<file path="src/rtl/pipe_hazard_ctrl_if.sv">
// Signal bundle between the pipeline datapath and pipe_hazard_ctrl: ID/EX/MEM
// observation inputs plus stall/flush/bubble/hold/forwarding controls back.
interface pipe_hazard_ctrl_if;
    logic [3:0]  id_opcode;
    logic [3:0]  id_rs1;
    logic [3:0]  id_rs2;
    logic        id_rs1_used;
    logic        id_rs2_used;
    logic [3:0]  ex_opcode;
    logic [3:0]  ex_rd;
    logic        ex_wr_en;
    logic        ex_branch_taken;
    logic [3:0]  mem_rd;
    logic        mem_wr_en;

    logic        pc_stall;
    logic        if_id_stall;
    logic        if_id_flush;
    logic        id_ex_bubble;
    logic        id_ex_hold;
    logic [1:0]  fwd_rs1_sel;
    logic [1:0]  fwd_rs2_sel;
    logic        hz_state;
    logic [15:0] stall_cnt;

    modport master (
        output id_opcode, id_rs1, id_rs2, id_rs1_used, id_rs2_used,
        output ex_opcode, ex_rd, ex_wr_en, ex_branch_taken,
        output mem_rd, mem_wr_en,
        input  pc_stall, if_id_stall, if_id_flush, id_ex_bubble, id_ex_hold,
        input  fwd_rs1_sel, fwd_rs2_sel, hz_state, stall_cnt
    );

    modport slave (
        input  id_opcode, id_rs1, id_rs2, id_rs1_used, id_rs2_used,
        input  ex_opcode, ex_rd, ex_wr_en, ex_branch_taken,
        input  mem_rd, mem_wr_en,
        output pc_stall, if_id_stall, if_id_flush, id_ex_bubble, id_ex_hold,
        output fwd_rs1_sel, fwd_rs2_sel, hz_state, stall_cnt
    );
endinterface

</file>
<file path="src/rtl/pipe_hazard_ctrl.sv">
// Hazard/sequencing controller for the 16-bit pipelined core.
// Define FORWARDING_EN to enable EX/MEM forwarding with load-use-only stalls.
//
// state    | meaning
// ---------+-----------------------------------------------------------------
// RUN      | ID instruction issues unless a branch flush or data hazard wins
// MUL_WAIT | multi-cycle MUL occupies EX; PC, IF/ID and ID/EX are held
module pipe_hazard_ctrl #(
    parameter logic [3:0]  LD_OP      = 4'h8,
    parameter logic [3:0]  MUL_OP     = 4'h4,
    parameter int unsigned MUL_CYCLES = 3
) (
    input logic               clk,
    input logic               rst,
    pipe_hazard_ctrl_if.slave hz
);

    typedef enum logic {
        RUN      = 1'b0,
        MUL_WAIT = 1'b1
    } state_t;

    localparam logic [3:0] MUL_CNT_LOAD = 4'(MUL_CYCLES - 1);

    state_t      state_q;
    state_t      state_nxt;
    logic [3:0]  mul_cnt_q;
    logic [3:0]  mul_cnt_nxt;
    logic [15:0] stall_cnt_q;

    logic pc_stall;
    logic if_id_stall;
    logic if_id_flush;
    logic id_ex_bubble;
    logic id_ex_hold;
    logic issue;
    logic data_hazard;

    logic rs1_ex_match;
    logic rs2_ex_match;
    logic rs1_mem_match;
    logic rs2_mem_match;

    // r0 is hard-wired zero, so a write to it never creates a dependency.
    function automatic logic src_match(input logic       used,
                                       input logic [3:0] rs,
                                       input logic       wr_en,
                                       input logic [3:0] rd);
        return used && wr_en && (rs == rd) && (rd != 4'd0);
    endfunction

    assign rs1_ex_match  = src_match(hz.id_rs1_used, hz.id_rs1, hz.ex_wr_en,  hz.ex_rd);
    assign rs2_ex_match  = src_match(hz.id_rs2_used, hz.id_rs2, hz.ex_wr_en,  hz.ex_rd);
    assign rs1_mem_match = src_match(hz.id_rs1_used, hz.id_rs1, hz.mem_wr_en, hz.mem_rd);
    assign rs2_mem_match = src_match(hz.id_rs2_used, hz.id_rs2, hz.mem_wr_en, hz.mem_rd);

    always_ff @(posedge clk or posedge rst) begin
        if (rst) begin
            state_q   <= RUN;
            mul_cnt_q <= 4'd0;
        end else begin
            state_q   <= state_nxt;
            mul_cnt_q <= mul_cnt_nxt;
        end
    end

    // Controls are forced low while reset is asserted so holds drop immediately.
    always_comb begin
        state_nxt    = state_q;
        mul_cnt_nxt  = mul_cnt_q;
        pc_stall     = 1'b0;
        if_id_stall  = 1'b0;
        if_id_flush  = 1'b0;
        id_ex_bubble = 1'b0;
        id_ex_hold   = 1'b0;
        issue        = 1'b0;
        if (!rst) begin
            case (state_q)
                RUN: begin
                    if (hz.ex_branch_taken) begin
                        if_id_flush  = 1'b1;
                        id_ex_bubble = 1'b1;
                    end else if (data_hazard) begin
                        pc_stall     = 1'b1;
                        if_id_stall  = 1'b1;
                        id_ex_bubble = 1'b1;
                    end else begin
                        issue = 1'b1;
                        if ((hz.id_opcode == MUL_OP) && (MUL_CYCLES > 1)) begin
                            state_nxt   = MUL_WAIT;
                            mul_cnt_nxt = MUL_CNT_LOAD;
                        end
                    end
                end
                MUL_WAIT: begin
                    // A taken branch cannot be in EX here: EX holds the MUL.
                    pc_stall    = 1'b1;
                    if_id_stall = 1'b1;
                    id_ex_hold  = 1'b1;
                    mul_cnt_nxt = mul_cnt_q - 4'd1;
                    if (mul_cnt_q == 4'd1) begin
                        state_nxt = RUN;
                    end
                end
                default: begin
                    state_nxt   = RUN;
                    mul_cnt_nxt = 4'd0;
                end
            endcase
        end
    end

    always_ff @(posedge clk or posedge rst) begin
        if (rst) begin
            stall_cnt_q <= 16'd0;
        end else if (pc_stall && (stall_cnt_q != 16'hFFFF)) begin
            stall_cnt_q <= stall_cnt_q + 16'd1;
        end
    end

`ifdef FORWARDING_EN
    logic [1:0] fwd_rs1_q;
    logic [1:0] fwd_rs2_q;
    logic [1:0] fwd_rs1_nxt;
    logic [1:0] fwd_rs2_nxt;

    function automatic logic [1:0] fwd_code(input logic ex_hit, input logic mem_hit);
        if (ex_hit) begin
            return 2'b01;
        end else if (mem_hit) begin
            return 2'b10;
        end
        return 2'b00;
    endfunction

    // Only a load in EX needs a stall; ALU results in EX/MEM are forwarded.
    assign data_hazard = (hz.ex_opcode == LD_OP) && (rs1_ex_match || rs2_ex_match);

    always_comb begin
        fwd_rs1_nxt = fwd_rs1_q;
        fwd_rs2_nxt = fwd_rs2_q;
        if (issue) begin
            fwd_rs1_nxt = fwd_code(rs1_ex_match, rs1_mem_match);
            fwd_rs2_nxt = fwd_code(rs2_ex_match, rs2_mem_match);
        end else if (id_ex_bubble) begin
            fwd_rs1_nxt = 2'b00;
            fwd_rs2_nxt = 2'b00;
        end
    end

    always_ff @(posedge clk or posedge rst) begin
        if (rst) begin
            fwd_rs1_q <= 2'b00;
            fwd_rs2_q <= 2'b00;
        end else begin
            fwd_rs1_q <= fwd_rs1_nxt;
            fwd_rs2_q <= fwd_rs2_nxt;
        end
    end

    assign hz.fwd_rs1_sel = fwd_rs1_q;
    assign hz.fwd_rs2_sel = fwd_rs2_q;
`else
    logic unused_fwd_inputs;

    // Without forwarding every in-flight writer must drain to WB before issue.
    assign data_hazard = rs1_ex_match || rs2_ex_match || rs1_mem_match || rs2_mem_match;
    assign unused_fwd_inputs = ^{(hz.ex_opcode == LD_OP), issue};

    assign hz.fwd_rs1_sel = 2'b00;
    assign hz.fwd_rs2_sel = 2'b00;
`endif

    assign hz.pc_stall     = pc_stall;
    assign hz.if_id_stall  = if_id_stall;
    assign hz.if_id_flush  = if_id_flush;
    assign hz.id_ex_bubble = id_ex_bubble;
    assign hz.id_ex_hold   = id_ex_hold;
    assign hz.hz_state     = (state_q == MUL_WAIT);
    assign hz.stall_cnt    = stall_cnt_q;

endmodule
</file>
<file path="src/flat_wrapper.sv">
// flat-port wrapper written by rule: the top's interface ports become plain ports
module pipe_hazard_ctrl_flat 
#(
    parameter logic [3:0]  LD_OP      = 4'h8,
    parameter logic [3:0]  MUL_OP     = 4'h4,
    parameter int unsigned MUL_CYCLES = 3
)
  (clk, rst, hz_id_opcode, hz_id_rs1, hz_id_rs2, hz_id_rs1_used, hz_id_rs2_used, hz_ex_opcode, hz_ex_rd, hz_ex_wr_en, hz_ex_branch_taken, hz_mem_rd, hz_mem_wr_en, hz_pc_stall, hz_if_id_stall, hz_if_id_flush, hz_id_ex_bubble, hz_id_ex_hold, hz_fwd_rs1_sel, hz_fwd_rs2_sel, hz_hz_state, hz_stall_cnt);
  pipe_hazard_ctrl_if hz_i ();
  input logic clk;
  input logic rst;
  input wire logic [$bits(hz_i.id_opcode)-1:0] hz_id_opcode;
  input wire logic [$bits(hz_i.id_rs1)-1:0] hz_id_rs1;
  input wire logic [$bits(hz_i.id_rs2)-1:0] hz_id_rs2;
  input wire logic [$bits(hz_i.id_rs1_used)-1:0] hz_id_rs1_used;
  input wire logic [$bits(hz_i.id_rs2_used)-1:0] hz_id_rs2_used;
  input wire logic [$bits(hz_i.ex_opcode)-1:0] hz_ex_opcode;
  input wire logic [$bits(hz_i.ex_rd)-1:0] hz_ex_rd;
  input wire logic [$bits(hz_i.ex_wr_en)-1:0] hz_ex_wr_en;
  input wire logic [$bits(hz_i.ex_branch_taken)-1:0] hz_ex_branch_taken;
  input wire logic [$bits(hz_i.mem_rd)-1:0] hz_mem_rd;
  input wire logic [$bits(hz_i.mem_wr_en)-1:0] hz_mem_wr_en;
  output wire logic [$bits(hz_i.pc_stall)-1:0] hz_pc_stall;
  output wire logic [$bits(hz_i.if_id_stall)-1:0] hz_if_id_stall;
  output wire logic [$bits(hz_i.if_id_flush)-1:0] hz_if_id_flush;
  output wire logic [$bits(hz_i.id_ex_bubble)-1:0] hz_id_ex_bubble;
  output wire logic [$bits(hz_i.id_ex_hold)-1:0] hz_id_ex_hold;
  output wire logic [$bits(hz_i.fwd_rs1_sel)-1:0] hz_fwd_rs1_sel;
  output wire logic [$bits(hz_i.fwd_rs2_sel)-1:0] hz_fwd_rs2_sel;
  output wire logic [$bits(hz_i.hz_state)-1:0] hz_hz_state;
  output wire logic [$bits(hz_i.stall_cnt)-1:0] hz_stall_cnt;
  assign hz_i.id_opcode = hz_id_opcode;
  assign hz_i.id_rs1 = hz_id_rs1;
  assign hz_i.id_rs2 = hz_id_rs2;
  assign hz_i.id_rs1_used = hz_id_rs1_used;
  assign hz_i.id_rs2_used = hz_id_rs2_used;
  assign hz_i.ex_opcode = hz_ex_opcode;
  assign hz_i.ex_rd = hz_ex_rd;
  assign hz_i.ex_wr_en = hz_ex_wr_en;
  assign hz_i.ex_branch_taken = hz_ex_branch_taken;
  assign hz_i.mem_rd = hz_mem_rd;
  assign hz_i.mem_wr_en = hz_mem_wr_en;
  assign hz_pc_stall = hz_i.pc_stall;
  assign hz_if_id_stall = hz_i.if_id_stall;
  assign hz_if_id_flush = hz_i.if_id_flush;
  assign hz_id_ex_bubble = hz_i.id_ex_bubble;
  assign hz_id_ex_hold = hz_i.id_ex_hold;
  assign hz_fwd_rs1_sel = hz_i.fwd_rs1_sel;
  assign hz_fwd_rs2_sel = hz_i.fwd_rs2_sel;
  assign hz_hz_state = hz_i.hz_state;
  assign hz_stall_cnt = hz_i.stall_cnt;
  pipe_hazard_ctrl #(.LD_OP(LD_OP), .MUL_OP(MUL_OP), .MUL_CYCLES(MUL_CYCLES)) u_core (.clk(clk), .rst(rst), .hz(hz_i));
endmodule
</file>
<file path="config.mk">
export PLATFORM = sky130hd
export DESIGN_NAME = pipe_hazard_ctrl_flat
export DESIGN_NICKNAME = d
export VERILOG_FILES = /design/src/rtl/pipe_hazard_ctrl_if.sv /design/src/rtl/pipe_hazard_ctrl.sv /design/src/flat_wrapper.sv
export SDC_FILE = /design/constraint.sdc
export NUM_CORES = 1
export LEC_CHECK = 0
export CORE_MARGIN = 2
export CORE_UTILIZATION = 43
export DETAILED_ROUTE_END_ITERATION = 7
export PLACE_DENSITY_LB_ADDON = 0.2
export SLEW_MARGIN = 5
export SYNTH_ARGS = -nofsm -noshare
export SYNTH_HDL_FRONTEND = slang
export SYNTH_SLANG_ARGS = --single-unit
</file>
<file path="constraint.sdc">
create_clock -name clk -period 2.6 [get_ports clk]
set_input_delay 0.26 -clock clk [delete_from_list [all_inputs] [get_ports clk]]
set_output_delay 0.26 -clock clk [all_outputs]
set_load 0.1 [all_outputs]
</file>
-- After elaboration in Yosys (flattened, before gate mapping)
Cells that the tools add are included.
- add/subtract/negate cells: 2
- eq/ne operators: 10
- mux-type cells: 21
- bitwise operators: 2
- reduce and logical (&&, ||, !) cells: 19
- operators with widths (cell ; number):
    16-bit by 1-bit adder with 16-bit output, second input constant ; 1
    4-bit == test ; 4
    16-bit != test, second input constant ; 1
    1-bit two-way mux ; 15
    1-bit logical AND ; 13
    4-bit two-way mux ; 3
    4-bit case mux with 2 select lines ; 1
    4-bit nonzero test ; 2
    4-bit by 1-bit == test with 1-bit output, second input constant ; 1
    4-bit by 3-bit == test with 1-bit output, second input constant ; 1
    2-bit != test, second input constant ; 2
    1-bit case mux with 2 select lines ; 2
    4-bit AND reduction ; 1
    4-bit by 1-bit subtractor with 4-bit output, second input constant ; 1
    1-bit logical OR ; 3
    2-bit by 1-bit != test with 1-bit output, second input constant ; 1
    1-bit inverter ; 2
- register bits after elaboration: 21
- input port bits: 31
- output and inout bits: 26
- word-level logic and storage cells: 57

-- Longest topological paths before layout
Gate-level depths: netlist of the first run.
- word-level depth: 11
- mapped depth: 8
- depth with buffers taken out: 7

-- Least setup slack after synthesis of the first run
Ideal clock, no wire load.
- path kind: in2out
- start point: input hz_id_rs1[1]
- end point: output hz_id_ex_bubble
- arrival time: 3.142 ns
- required time: 2.340 ns
- setup slack: -0.802 ns
- stages: 5
- path buffers: 0
- cells stage by stage: xor2_1 > nor4_1 > or4_1 > nor2_1 > nor3_1
- word-level cells in the longest chain between the ends: 10
- elaborated cells between the ends (all ways): 13
- those cells by class: eq/ne (2); mux (4); reduce/logical (7)
- ends and longest elaborated chain (element ; line ; source):
    start: declaration ; flat_wrapper.sv:13 ; input wire logic [$bits(hz_i.id_rs1)-1:0] hz_id_rs1;
    4-bit == test ; pipe_hazard_ctrl.sv:49 ; return used && wr_en && (rs == rd) && (rd != 4'd0);
    1-bit logical AND (2 in series) ; pipe_hazard_ctrl.sv:49 ;
    1-bit logical OR ; pipe_hazard_ctrl.sv:167 ; assign data_hazard = rs1_ex_match || rs2_ex_match || rs1_mem_match || rs2_mem_match;
    1-bit logical OR (*) (2 in series) ; pipe_hazard_ctrl.sv:167 ;
    1-bit two-way mux (*) ; pipe_hazard_ctrl.sv:83 ; end else if (data_hazard) begin
    1-bit two-way mux (*) ; pipe_hazard_ctrl.sv:80 ; if (hz.ex_branch_taken) begin
    1-bit two-way mux (*) ; pipe_hazard_ctrl.sv:78 ; case (state_q)
    1-bit two-way mux (*) ; pipe_hazard_ctrl.sv:77 ; if (!rst) begin
    end: declaration ; flat_wrapper.sv:26 ; output wire logic [$bits(hz_i.id_ex_bubble)-1:0] hz_id_ex_bubble;
Every way passes the cells marked *; elsewhere a longest branch is shown, timed or not.

-- Final worst setup path of the first run
- start point: input hz_ex_rd[0]
- end point: output hz_pc_stall
- word-level cells in the longest chain between the ends: 10
- elaborated cells between the ends (all ways): 14
- those cells by class: eq/ne (2); mux (4); reduce/logical (8)
- ends and longest elaborated chain (element ; line ; source):
    start: declaration ; flat_wrapper.sv:18 ; input wire logic [$bits(hz_i.ex_rd)-1:0] hz_ex_rd;
    4-bit == test ; pipe_hazard_ctrl.sv:49 ;
    1-bit logical AND (2 in series) ; pipe_hazard_ctrl.sv:49 ;
    1-bit logical OR (*) (3 in series) ; pipe_hazard_ctrl.sv:167 ;
    1-bit two-way mux (*) ; pipe_hazard_ctrl.sv:83 ;
    1-bit two-way mux (*) ; pipe_hazard_ctrl.sv:80 ;
    1-bit case mux with 2 select lines (*) ; pipe_hazard_ctrl.sv:78 ;
    1-bit two-way mux (*) ; pipe_hazard_ctrl.sv:77 ;
    end: declaration ; flat_wrapper.sv:23 ; output wire logic [$bits(hz_i.pc_stall)-1:0] hz_pc_stall;
Marks and branches as above.

==> flow_summary.json, run 1 <==
{
  "grt_pass1_wl_um": 5961,
  "dp_hpwl_um": 2842,
  "pwr-share-clk": 0.107,
  "hold_viol": 0,
  "synth_cell_type_count": 37,
  "antenna_found_initial": 0,
  "cellPowerDensity_nw_per_um2": 742.1,
  "post-route-util": 0.6625,
  "yosys_most_used_dff": "dfrtp_1",
  "post_drt_wl_per_cell_um": 15.20,
  "power_frac_comb": 0.585,
  "drive_gt1_frac": 0.2764,
  "vias": 1300,
  "critPathLaunchType": "primary input",
  "cp_max_fo": 3,
  "netlist_area_um2": 1429,
  "crit_required_ns": 2.34,
  "p_leak_nw": 0.9443,
  "die_w_um": 61.65,
  "numCtsBuffers": 3,
  "cts_buffer_depth": 2,
  "ys.warnings.count": 0,
  "period_share": 0.9923,
  "final_area_um2": 2056,
  "grt_pass1_vias": 1264,
  "cts_tree": "done",
  "finalSetupViolCount": 0,
  "mostFrequentLayoutCells": "xor2_1 (26), clkdlybuf4s50_1 (24), buf_4 (22)",
  "rows": 20,
  "min_period_ns": 2.580,
  "drt-total-wl_um": 3694,
  "clock-sinks": 21,
  "p_sw_w": 0.0008150,
  "fmax_ghz": 0.3876,
  "post_cts_buffers": 0,
  "drc": 0,
  "synth-seq-cells": 21,
  "syn_to_final_growth_pct": 43.87,
  "seq_area_frac_synth": 0.3678,
  "clock_latency_ns": 0.32,
  "min_path_type": "register to register",
  "synth_edf_count": 0,
  "slew_viol_final": 0,
  "internal_power_w": 0.0007104,
  "antenna_cells": 0,
  "drv_cap": 0,
  "relSlewSlack": 0.5667,
  "ir_drop_mv": 0.6324,
  "drtAntennaViolNets": 0,
  "dieArea_um2": 3800,
  "fillCellCount": 260,
  "grt_overflow": 0,
  "path_clk_slew_ns": 0.13,
  "gp_congestion": 0.8746,
  "post_drt_via_cell_ratio": 5.350,
  "nets": 234,
  "root_buffer": "clkbuf_4",
  "worst_pin_slew_ns": 0.6499,
  "status": "finished, final reports clean",
  "grt_usage": 0.2096,
  "synthArstFlopShare": 1.000,
  "swShare": 0.5343,
  "ios": 57,
  "avgSynthCellArea_um2": 9.720,
  "mostFrequentLayoutCell": "xor2_1",
  "grt_max_degree": 25,
  "power_frac_seq": 0.307,
  "dieHeight_um": 61.65,
  "place_area_um2": 1996,
  "worstPathArrival_ns": 2.32,
  "port_buffers": 48,
  "criticalPathCategory": "primary input to output port",
  "h-tree-depth": 1,
  "core_um2": 3103,
  "drt-initial-drc-count": 72,
  "netlist_instances": 147,
  "initial_core_util": 0.4605,
  "skew_ns": 0.01319,
  "firstDrtPassIters": 4,
  "end_kind": "output port"
}
## power by group through the flow
stage | combinational (W) | clock, W | sequential, W
after floorplan | 0.000393 | 0 | 0.000711
after global placement | 0.000870 | 0 | 0.000469
after detailed placement | 0.000887 | 0 | 0.000474
after CTS | 0.000894 | 0.000166 | 0.000468
after global routing | 0.000942 | 0.000180 | 0.000483
final | 0.000893 | 0.000164 | 0.000469
## routing by layer
layer,global-route usage,vias to the layer above,wire [um]
li1,-,632,-
met1,0.2683,632,1574
met2,0.3639,32,1960
met3,0.04412,4,126
met4,0.04255,0,32
met5,0,-,0
## sequential cells by signal, indices dropped and copies added (netlist names)
name                 count
u_core.mul_cnt_q         4
u_core.hz.hz_state       1
u_core.hz.stall_cnt     16
## cell families (layout without fill, tap and decap cells)
logic type / Yosys count / in the layout / share of synthesized area
simple gates: 46 / 46 / 0.1813
xor+xnor: 31 / 31 / 0.1900
compound gates: 28 / 28 / 0.1629
flops: 21 / 21 / 0.3678
buf+inv: 16 / 65 / 0.06130
fa+ha+maj: 3 / 3 / 0.02627
other cells: 1 / 4 / 0.002624
mux: 1 / 1 / 0.007880
## layout make-up
| type | instances | area [um2] | area share |
|---|---|---|---|
| flip-flops and latches | 21 | 534.3 | 0.2599 |
| clock buffers | 3 | 22.52 | 0.01096 |
| repair buffers | 54 | 550.5 | 0.2678 |
| well taps | 44 | 55.05 | 0.02678 |
| multi-input cells | 113 | 862.1 | 0.4194 |
| inverters | 7 | 26.28 | 0.01278 |
| clock inverters | 1 | 5.005 | 0.002435 |
## critical path, stage by stage
cell             delay [ns]
clkdlybuf4s50_1        0.47
o41a_1                 0.48
nand3_2                0.11
nor4_2                 0.06
or4_4                  0.56
nand2_1                0.09
nand2_2                0.10
buf_12                 0.18
## stage by stage
stage / TNS [ns] / worst slack [ns] / total power [W] / hold WS, ns / instances
floorplan: 0 / 0.06018 / 0.001104 / 0.2647 / 150
global placement: -0.0003459 / -0.0002196 / 0.001339 / 0.4600 / 239
detailed placement: -0.09236 / -0.07700 / 0.001362 / 0.4676 / 239
CTS: 0 / 0.02043 / 0.001528 / 0.4878 / 243
global route: -0.04137 / -0.01454 / 0.001605 / 0.5054 / 243
finish: 0 / 0.01992 / 0.001525 / 0.4836 / 243
## what timing repair did
item | in CTS | in global routing
endpoints found under the setup margin | 3 | 13
gates resized for setup | 1 | 7
hold buffers | 0 | 0
## synth_stat cells, types with 3 or more instances
library cell / number / area (um2)
nand3_1: 10 / 50.05
xnor2_1: 5 / 43.79
ha_1: 3 / 37.54
xor2_1: 26 / 227.7
dfrtp_1: 21 / 525.5
inv_1: 7 / 26.28
a21oi_1: 4 / 20.02
a2111oi_2: 3 / 45.04
buf_4: 5 / 37.54
nand2_1: 16 / 60.06
nor2_1: 4 / 15.01
a211oi_1: 6 / 45.04
nor4_1: 3 / 18.77
a2111oi_0: 5 / 43.79
## worst paths after layout
kind,from,end,slack (ns),depth (start not counted)
worst min register to register,u_core.hz.stall_cnt[10]$_DFFE_PP0P_,u_core.hz.stall_cnt[10]$_DFFE_PP0P_,0.48,1
worst max register to register,u_core.hz.stall_cnt[7]$_DFFE_PP0P_,u_core.hz.stall_cnt[1]$_DFFE_PP0P_,0.40,6
min in group asynchronous,rst,u_core.hz.stall_cnt[15]$_DFFE_PP0P_,0.50,3
max in group asynchronous,rst,u_core.hz.stall_cnt[0]$_DFFE_PP0P_,1.84,3
worst max-delay path,hz_ex_rd[0],hz_pc_stall,0.02,8
worst min-delay path,u_core.hz.stall_cnt[10]$_DFFE_PP0P_,u_core.hz.stall_cnt[10]$_DFFE_PP0P_,0.48,1
Power figures use the tool's default switching activity.
==> run 2: changes to the inputs <==
CORE_ASPECT_RATIO = 0.75   (was not set)
==> flow_summary.json, run 2 (synthesis results as in run 1) <==
{
  "worstPathArrival_ns": 2.22,
  "fillCellCount": 276,
  "drv_cap": 0,
  "wl_met2_um": 1483,
  "topRoutingLayerUsed": "met4",
  "grt_usage": 0.1863,
  "min_period_ns": 2.484,
  "slowest_delay_ns": 0.55,
  "gp_congestion": 0.8554,
  "pwr-share-clk": 0.137,
  "worst_pin_slew_ns": 0.6604,
  "holdWs_ns": 0.4900,
  "seq_area_um2": 534.3,
  "cellPowerDensity_nw_per_um2": 759.8,
  "numCtsBuffers": 3,
  "dieArea_um2": 3805,
  "slowest_stage": "or4_4",
  "internal_power_w": 0.0007614,
  "slew_viol_final": 0,
  "nets": 235,
  "critPathBufInv": 2,
  "dieHeight_um": 53.92,
  "critPathLaunchType": "primary input",
  "mostFrequentLayoutCell": "xor2_1",
  "swShare": 0.5146,
  "port_buffers": 48,
  "grt_max_degree": 25,
  "drc": 0,
  "r2r_start": "u_core.hz.stall_cnt[7]$_DFFE_PP0P_",
  "drt-met1-wl_um": 1631,
  "rsz0062_at_grt": "false",
  "ios": 57,
  "whs_path_depth": 1,
  "syn_to_final_growth_pct": 44.48,
  "min_path_type": "register to register",
  "drtAntennaViolNets": 0,
  "root_buffer": "clkbuf_8",
  "die_w_um": 70.56,
  "vias": 1277,
  "cp_max_fo": 2,
  "period_share": 0.9555,
  "criticalPathCategory": "primary input to output port",
  "cts_buffer_depth": 2,
  "multi_input_area_um2": 848.3,
  "grt_pass1_wl_um": 5595,
  "p_sw_w": 0.0008072,
  "end_kind": "output port",
  "finalSetupViolCount": 0,
  "met3_length_um": 252,
  "drive_gt1_frac": 0.2650,
  "power_frac_seq": 0.300,
  "p_leak_nw": 0.9660,
  "hp-start": "u_core.hz.stall_cnt[9]$_DFFE_PP0P_",
  "worst_hold_path.endpoint": "u_core.hz.stall_cnt[9]$_DFFE_PP0P_",
  "drt-initial-drc-count": 81,
  "path_clk_slew_ns": 0.08,
  "ir_drop_mv": 0.7754,
  "h-tree-depth": 1,
  "drt-total-wl_um": 3378,
  "grt_overflow": 0,
  "holdBufCountCts": 0,
  "post_drt_wl_per_cell_um": 14.08,
  "rr_endpoint": "u_core.hz.stall_cnt[1]$_DFFE_PP0P_",
  "status": "finished, final reports clean",
  "setup_tns_ns": 0,
  "firstDrtPassIters": 4,
  "largest_reg_flops": 16,
  "rows": 18,
  "antenna_cells": 0,
  "post_drt_via_cell_ratio": 5.321,
  "crit_chain": "clkdlybuf4s50_1 > o41a_1 > nand3_1 > nor4_2 > or4_4 > nor2_1 > nor3_2 > buf_12",
  "dp_hpwl_um": 2645,
  "skew_ns": 0.005795,
  "antenna_found_initial": 0,
  "clock_latency_ns": 0.26,
  "relSlewSlack": 0.5596,
  "r2r_setup_slack_ns": 0.46,
  "mostFrequentLayoutCells": "xor2_1 (26), buf_4 (23), clkdlybuf4s50_1 (22)",
  "path_delay_family": "simple AND/OR/NAND/NOR gates",
  "grt_pass1_vias": 1166,
  "cts_tree": "done",
  "worst-r2r-cell-count": 6,
  "post-route-util": 0.6366,
  "crit_required_ns": 2.34,
  "hold_viol": 0,
  "clock-sinks": 21,
  "core_um2": 3243,
  "initial_core_util": 0.4406,
  "power_frac_comb": 0.563,
  "fmax_ghz": 0.4025
}
[run 2: how the worst max path moves through the flow]
stage	from	end	slack (ns)	cells past startpoint
after CTS	hz_mem_rd[1]	hz_id_ex_bubble	0.01	8
after detailed placement	hz_mem_rd[0]	u_core.hz.stall_cnt[13]$_DFFE_PP0P_	-0.02	8
after floorplan	hz_id_rs1[1]	hz_id_ex_bubble	0.06	5
after global placement	hz_mem_rd[0]	hz_id_ex_bubble	0.001	8
after global routing	hz_ex_rd[0]	hz_if_id_stall	0.01	8
final	hz_ex_rd[0]	hz_id_ex_bubble	0.12	8
[run 2: cell type report]
cell class,instances,share of cell area
clock buffers,3,0.02000
clock inverters,1,0.002424
inverters,7,0.01273
multi-input cells,113,0.4109
flip-flops and latches,21,0.2588
well taps,40,0.02424
repair buffers,55,0.2709
[run 2: metrics by stage]
stage               std cells  instance area, um2  total power, W  setup WS [ns]
CTS                       240                2043        0.001580        0.01121
global route              240                2064        0.001647        0.01145
finish                    240                2064        0.001569         0.1157
detailed placement        236                1998        0.001360       -0.02102
global placement          236                1998        0.001343       0.001011
floorplan                 150                1456        0.001104        0.06018
[run 2: per-layer routing]
layer / global-route usage / vias to the layer above
met5: 0 / -
met4: 0.02516 / 0
met3: 0.05243 / 2
met2: 0.2783 / 49
met1: 0.2760 / 599
li1: - / 627
[run 2: timing repair]
item / 4_1_cts / 5_1_grt
endpoints found under the hold margin: 0 / 0
setup buffers: 0 / 0
setup endpoints to repair: 1 / 9
pin swaps: 0 / 1
gates cloned: 0 / 0
gates resized for setup: 1 / 6
[run 2: power groups by stage]
stage / combinational, W / clock [W] / sequential [W]
floorplan: 0.000393 / 0 / 0.000711
global placement: 0.000873 / 0 / 0.000470
detailed placement: 0.000884 / 0 / 0.000476
CTS: 0.000887 / 0.000223 / 0.000470
global route: 0.000930 / 0.000234 / 0.000483
finish: 0.000883 / 0.000215 / 0.000471
==> RTL change (flow settings as in run 1) <==
Add a define of `FORWARDING_EN`.
--- a/src/rtl/pipe_hazard_ctrl.sv
+++ b/src/rtl/pipe_hazard_ctrl.sv
@@ -5,6 +5,8 @@
 // ---------+-----------------------------------------------------------------
 // RUN      | ID instruction issues unless a branch flush or data hazard wins
 // MUL_WAIT | multi-cycle MUL occupies EX; PC, IF/ID and ID/EX are held
+`define FORWARDING_EN
+
 module pipe_hazard_ctrl #(
     parameter logic [3:0]  LD_OP      = 4'h8,
     parameter logic [3:0]  MUL_OP     = 4'h4,
Behaviour: not the same (Yosys sat finds a counterexample within 4 cycles, from zero or initial values and one cycle with rst high).
==> RTL change against run 1 <==
Design area rose by 4.1%; synthesized area rose by 4.5%; clock skew rose by 0.0016 ns; setup slack improved by 0.35 ns; core utilization fell by 2.1 points; critical path type unchanged; critical path depth fell by 2; routed wire length fell by 4.2%; sequential cell count rose by 4; global-route usage fell by 2.3 points; power rose by 13%; combinational power rose by 10%.
==> RTL change: results (changes against run 1) <==
status - completed
pre-CTS setup slack - 0.09173 ns (+0.1687 ns)
P_sw - 0.9055 mW (+11%)
gr usage total - 18.61% (-2.3 points)
Via density - 5.115 (-4.4%)
crit-path leading delay family - buffers and inverters
Post-Synth Adder-Cell Area - 2.515% (-0.11 points)
r2r startpoint - u_core.hz.stall_cnt[3]
met3 usage in global routing - 3.063% (-1.3 points)
Reg2Reg Setup Slack - 0.59 ns (+0.19 ns)
P_seq - 0.557 mW (+19%)
Synth Area in Compound Gates - 9.220% (-7.1 points)
worst vdd ir - 0.2643 mV (-58%)
fin worst setup slack - 0.3697 ns (+0.3497 ns)
grt met1 use - 21.67% (-5.2 points)
Hold WC Path Type - input pin to async pin
GPL Wtd Cong - 0.8287 (-5.2%)
final net count - 241 (+3.0%)
slowest CP cell - o41a_1
Post-Synth XOR/XNOR Area - 18.19% (-0.81 points)
mux contribution to synthesized area - 2.431% (+1.6 points)
Synth cell types - 38 (+2.7%)
max incr delay on CP - 0.51 ns (-0.05 ns)
Initial DRC Count - 70 (-2.8%)
port buffer count - 56 (+17%)
Layout Skew - 0.01483 ns (+0.001640 ns)
DP Area - 2110 sq um (+5.7%)
# resized after CTS - 0 (-1)
Seq/Total Area, Yosys - 41.91% (+5.1 points)
pwr dens - 806.7 nW/um^2 (+8.7%)
share of cells above drive strength 1 - 23.30% (-4.3 points)
-- RTL change: cell types whose count changed after synthesis, sizes merged, moves of 3 or more --
| cell | before | now |
|---|---|---|
| buf | 7 | 2 |
| xor2 | 26 | 15 |
| nand2 | 16 | 19 |
| a2111oi | 8 | 0 |
| nor3 | 2 | 6 |
| o41ai | 0 | 3 |
| a211oi | 6 | 0 |
| nand4 | 0 | 9 |
| nor4 | 6 | 3 |
| dfrtp | 21 | 25 |
| and3 | 2 | 5 |
| nand3 | 10 | 4 |
| xnor2 | 5 | 16 |
-- RTL change: area by class of cell --
| type | count | area, sq um |
|---|---|---|
| clock inverter | 1 | 7.507 |
| clock buffer | 3 | 22.52 |
| tap | 46 | 57.56 |
| inverter | 7 | 26.28 |
| fill | 275 | 1197 |
| multi-input combinational | 112 | 827.0 |
| sequential | 25 | 625.6 |
| timing repair buffer | 58 | 573.1 |
